**src/rtl/queue_dispatcher.sv**
```systemverilog
// Dispatcher behind the random-priority scheduler. It pops the granted FWFT queue, holds the head entry
// for a valid/ready handshake, and bounds in-flight requests with credits.
// Optional per-queue acceptance counters: define QUEUE_DISPATCHER_STATS_EN.
module queue_dispatcher #(
  parameter int NUMBER_OF_QUEUES = 4,
  parameter int DATA_WIDTH       = 64,
  parameter int MAX_OUTSTANDING  = 8,
  localparam int QID_WIDTH  = $clog2(NUMBER_OF_QUEUES),
  localparam int CRED_WIDTH = $clog2(MAX_OUTSTANDING + 1)
) (
  input  logic                                   clock,
  input  logic                                   reset,
  input  logic                                   sched_valid,
  input  logic [QID_WIDTH-1:0]                   sched_sel,
  input  logic [NUMBER_OF_QUEUES-1:0]            q_empty,
  input  logic [NUMBER_OF_QUEUES*DATA_WIDTH-1:0] q_data,
  output logic [NUMBER_OF_QUEUES-1:0]            q_pop,
  output logic                                   m_valid,
  input  logic                                   m_ready,
  output logic [DATA_WIDTH-1:0]                  m_data,
  output logic [QID_WIDTH-1:0]                   m_qid,
  input  logic                                   resp_done,
  output logic [CRED_WIDTH-1:0]                  credits,
  output logic                                   busy,
  output logic                                   err_overflow
`ifdef QUEUE_DISPATCHER_STATS_EN
  ,
  output logic [NUMBER_OF_QUEUES*32-1:0]         stat_count
`endif
);

  localparam logic [CRED_WIDTH-1:0] CRED_MAX = CRED_WIDTH'(MAX_OUTSTANDING);

  typedef enum logic {IDLE, SEND} state_t;

  state_t                                    state_q, state_d;
  logic [DATA_WIDTH-1:0]                     m_data_q;
  logic [QID_WIDTH-1:0]                      m_qid_q;
  logic [CRED_WIDTH-1:0]                     credits_q, credits_d;
  logic                                      err_q, err_d;
  logic                                      grant, acc;
  logic [NUMBER_OF_QUEUES-1:0][DATA_WIDTH-1:0] q_data_arr;

  assign q_data_arr = q_data;

  // A grant is masked during reset so no FIFO entry is popped and then lost.
  assign grant = !reset && (state_q == IDLE) && sched_valid && !q_empty[sched_sel]
                 && (credits_q != '0);
  assign acc   = (state_q == SEND) && m_ready;

  always_comb begin
    state_d = state_q;
    q_pop   = '0;
    case (state_q)
      IDLE: if (grant) begin
        state_d          = SEND;
        q_pop[sched_sel] = 1'b1;
      end
      SEND: if (m_ready) state_d = IDLE;
      default: state_d = IDLE;
    endcase
  end

  // Simultaneous accept and completion cancel out.
  always_comb begin
    credits_d = credits_q;
    err_d     = err_q;
    if (acc && !resp_done)
      credits_d = credits_q - CRED_WIDTH'(1);
    else if (resp_done && !acc) begin
      if (credits_q == CRED_MAX) err_d = 1'b1;
      else                       credits_d = credits_q + CRED_WIDTH'(1);
    end
  end

  always_ff @(posedge clock) begin
    if (reset) begin
      state_q   <= IDLE;
      m_data_q  <= '0;
      m_qid_q   <= '0;
      credits_q <= CRED_MAX;
      err_q     <= 1'b0;
    end else begin
      state_q   <= state_d;
      credits_q <= credits_d;
      err_q     <= err_d;
      if (grant) begin
        m_data_q <= q_data_arr[sched_sel];
        m_qid_q  <= sched_sel;
      end
    end
  end

  assign m_valid      = (state_q == SEND);
  assign m_data       = m_data_q;
  assign m_qid        = m_qid_q;
  assign credits      = credits_q;
  assign busy         = (state_q != IDLE);
  assign err_overflow = err_q;

`ifdef QUEUE_DISPATCHER_STATS_EN
  logic [NUMBER_OF_QUEUES-1:0][31:0] stat_q;

  for (genvar i = 0; i < NUMBER_OF_QUEUES; i++) begin : g_stat
    always_ff @(posedge clock) begin
      if (reset)
        stat_q[i] <= '0;
      else if (acc && (m_qid_q == QID_WIDTH'(i)) && (stat_q[i] != 32'hFFFF_FFFF))
        stat_q[i] <= stat_q[i] + 32'd1;
    end
  end

  assign stat_count = stat_q;
`endif

endmodule

```
**config.mk**
```make
export PLATFORM = sky130hd
export DESIGN_NAME = queue_dispatcher
export DESIGN_NICKNAME = d
export VERILOG_FILES = /design/src/rtl/queue_dispatcher.sv
export SDC_FILE = /design/constraint.sdc
export NUM_CORES = 1
export LEC_CHECK = 0
export ABC_AREA = 1
export CORE_ASPECT_RATIO = 0.6
export CORE_MARGIN = 4
export CORE_UTILIZATION = 33
export DETAILED_ROUTE_END_ITERATION = 8
export PLACE_DENSITY = 0.77
export SLEW_MARGIN = 20
export SYNTH_ARGS = -nofsm -noshare
export SYNTH_HDL_FRONTEND = slang
export SYNTH_SLANG_ARGS = --single-unit
export TNS_END_PERCENT = 100
```
**constraint.sdc**
```tcl
create_clock -name clock -period 1.6 [get_ports clock]
set_clock_uncertainty 0.2 [all_clocks]
set_input_delay 0.32 -clock clock [delete_from_list [all_inputs] [get_ports clock]]
set_output_delay 0.32 -clock clock [all_outputs]
set_load 0.005 [all_outputs]
```
==> results.py <==
metrics = {
    "status": {
        "status": "finished, violations left",
        "violations": "negative setup slack",
    },
    "clock_network": {
        "cts_htree_levels": 3,
        "insertion_delay_ns": 0.32,
        "cts_buffers": 9,
        "ctsHoldBuffers": 0,
        "clockBufferDepth": 2,
        "cts_sinks": 72,
        "cts_tree": "yes",
        "path_clk_slew_ns": 0.06,
        "cts_root_buf": "clkbuf_16",
    },
    "floorplan": {
        "initial_utilization_pct": 33.9,
        "die_area_um2": 18000,
        "core_um2": 15400,
        "die_h_um": 105,
        "io_pins": 344,
        "num_rows": 35,
        "dieWidth_um": 170,
    },
    "synthesis": {
        "synthCells": 937,
        "netlist_area_um2": 5220,
        "yosysSeqAreaShare_pct": 27.6,
        "synth_area_leaders": "dfxtp_1 28%, nand3_1 24%, nand2_1 21%, nor2_1 15%, buf_2 2.5%",
        "synthArstFlopShare_pct": 0,
        "synth.avg_cell_area_um2": 5.57,
        "synth_seq_cells": 72,
        "yosysTopAreaCellShare_pct": 27.6,
        "yosysTopAreaCell": "dfxtp_1",
        "synth_edf_count": 0,
        "ys_warn_count": 0,
        "synthTopCellsByCount": "290 x nand2_1, 250 x nand3_1, 209 x nor2_1, 72 x dfxtp_1, 26 x buf_2",
        "ys_types": 22,
        "synth_fp_nets": 1208,
        "synth-main-ff-cell": "dfxtp_1",
        "synth.most_common_cell": "nand2_1",
    },
    "global_routing": {
        "globalRouteMet3Util_pct": 6.56,
        "antenna_found_initial": 0,
        "grtUsageMet1_pct": 31.0,
        "grt_pass1_vias": 6346,
        "grt_pass1_wl_um": 34000,
        "met2_usage_pct": 39.1,
        "grt_start_max_net_pins": 68,
        "grtUsageTotal_pct": 23.6,
        "busiest_layer": "met2",
        "overflow": 0,
    },
    "power_and_ir_drop": {
        "p_int_mw": 5.18,
        "p_total_mw": 7.62,
        "power_frac_comb_pct": 41.9,
        "p_sw_share_pct": 32.1,
        "p_sw_mw": 2.44,
        "seqPwrFrac_pct": 28.5,
        "power_density_nw_per_um2": 817,
        "clkPwrFrac_pct": 29.6,
        "peakVddDrop_mv": 0.576,
        "total_leakage_power_nw": 4.53,
    },
    "timing": {
        "grt_setup_unrepaired": "yes",
        "fin_crit_sh_pct": 123,
        "setup_violations": 75,
        "period_minus_slack_ns": 1.97,
        "setup_slack_ns": -0.374,
        "hold_viol_final": 0,
        "fmax_ghz": 0.506,
        "slew_violations": 0,
        "tightest_slew_ns": 0.499,
        "holdWs_ns": 0.234,
        "slew_headroom_pct": 66.8,
    },
    "hold_path": {
        "hp-class": "in2reg",
        "hold_depth": 5,
    },
    "route": {
        "dr.pass1.iters": 5,
        "drc": 0,
        "routed_wl_um": 22900,
        "dr_total_vias": 7158,
        "post_drt_wl_per_cell_um": 15.6,
        "antenna_left": 0,
        "routed_via_density": 4.87,
        "dr.first_iter.drc_count": 387,
    },
    "worst_setup_path": {
        "endpoint_kind": "output pin",
        "worstPathArrival_ns": 1.45,
        "start_kind": "register",
        "critical_path.max_fanout": 4,
        "ff2ff_setup_slack_ns": -0.26,
        "worstRegToRegCells": 12,
        "worstPathRequired_ns": 1.08,
        "worstSetupPathType": "reg2out",
    },
    "place": {
        "gp_congestion": 0.865,
        "dp_hpwl_um": 17200,
        "dp_slack_ns": -1.01,
        "placed_cells_incl_taps": 1450,
        "numPortBuffers": 343,
    },
    "run": {
        "cap_violations": 0,
    },
    "final_layout": {
        "finalNonFillerCells": 1470,
        "syn_to_final_growth_pct": 78.4,
        "diodes": 0,
        "postLayoutCoreUtil_pct": 60.5,
        "fin_nets": 1533,
        "drive_gt1_share_pct": 8.68,
    },
}
## cells in the final DEF (no fill, tap or decap), types with 3 or more instances in the layout
cell	n
buf_12	7
buf_2	4
buf_4	37
buf_6	5
clkbuf_16	9
clkbuf_8	4
clkdlybuf4s15_1	3
clkdlybuf4s50_1	260
dfxtp_1	66
dfxtp_2	6
dlygate4sd2_1	72
inv_1	5
inv_2	10
nand2_1	287
nand3_1	248
nor2_1	207
nor2_4	4
nor3_2	4
## kinds of logic after synthesis
| group | Yosys count | synth area share [%] |
|---|---|---|
| XOR/XNOR | 1 | 0.168 |
| adder cells (fa/ha/maj) | 4 | 0.958 |
| AO/OA/AOI/OAI | 6 | 0.575 |
| flip-flops | 72 | 27.6 |
| buffers and inverters | 92 | 9.25 |
| AND/OR/NAND/NOR | 762 | 61.5 |
## per-stage QoR
step	instance area (µm²)	TNS, ns
floorplan	5260	-0.220
global placement	8950	-66.16
detailed placement	8950	-67.10
CTS	9250	-24.80
global route	9320	-20.61
finish	9320	-12.90
## critical path, stage by stage (launching register included)
cell     delay [ns]
dfxtp_2        0.32
nor3b_2        0.15
buf_4          0.16
nand3_4        0.07
nor2_4         0.13
inv_2          0.07
nor3_2         0.10
buf_2          0.13
## sequential cells by signal, indices dropped and copies added, names as in the netlist
| name | flops |
|---|---|
| busy | 1 |
| m_qid | 2 |
| m_data | 64 |
| credits | 4 |
| err_overflow | 1 |
## per-layer routing
layer / up-vias / routed length, µm
li1: 3648 / -
met1: 3204 / 9790
met2: 288 / 10700
met5: - / 0
met3: 18 / 2100
met4: 0 / 310
## what timing repair did
action                                  CTS  global route
pin swaps                                 9             7
endpoints found under the setup margin  148            78
resized for setup                       108            19
buffers inserted                          2             2
## final cells by class
| type | instances | area, µm² |
|---|---|---|
| Fill cell | 1515 | 6100 |
| Timing Repair Buffer | 391 | 3800 |
| Multi-Input combinational cell | 773 | 3420 |
| Sequential cell | 72 | 1450 |
| Clock buffer | 12 | 267 |
| Tap cell | 203 | 254 |
| Clock inverter | 4 | 75.1 |
| Inverter | 15 | 56.3 |
## path summary, 6_finish.rpt
kind	to	start
hold / removal	busy$_SDFF_PP0_	m_ready
setup / recovery	q_pop[2]	busy$_SDFF_PP0_
setup reg to reg	credits[2]$_SDFFE_PP0P_	busy$_SDFF_PP0_
hold reg to reg	err_overflow$_SDFFE_PP0P_	err_overflow$_SDFFE_PP0P_
## power groups by stage
stage                     Combinational [mW]  Sequential (mW)  Clock (mW)
after floorplan                         1.39             2.27           0
after global placement                  3.12             2.20           0
after detailed placement                3.14             2.21           0
after CTS                               3.09             2.17        2.32
after global routing                    3.50             2.20        2.40
final                                   3.19             2.17        2.25
Note: power is estimated with default switching activity, not from simulation.
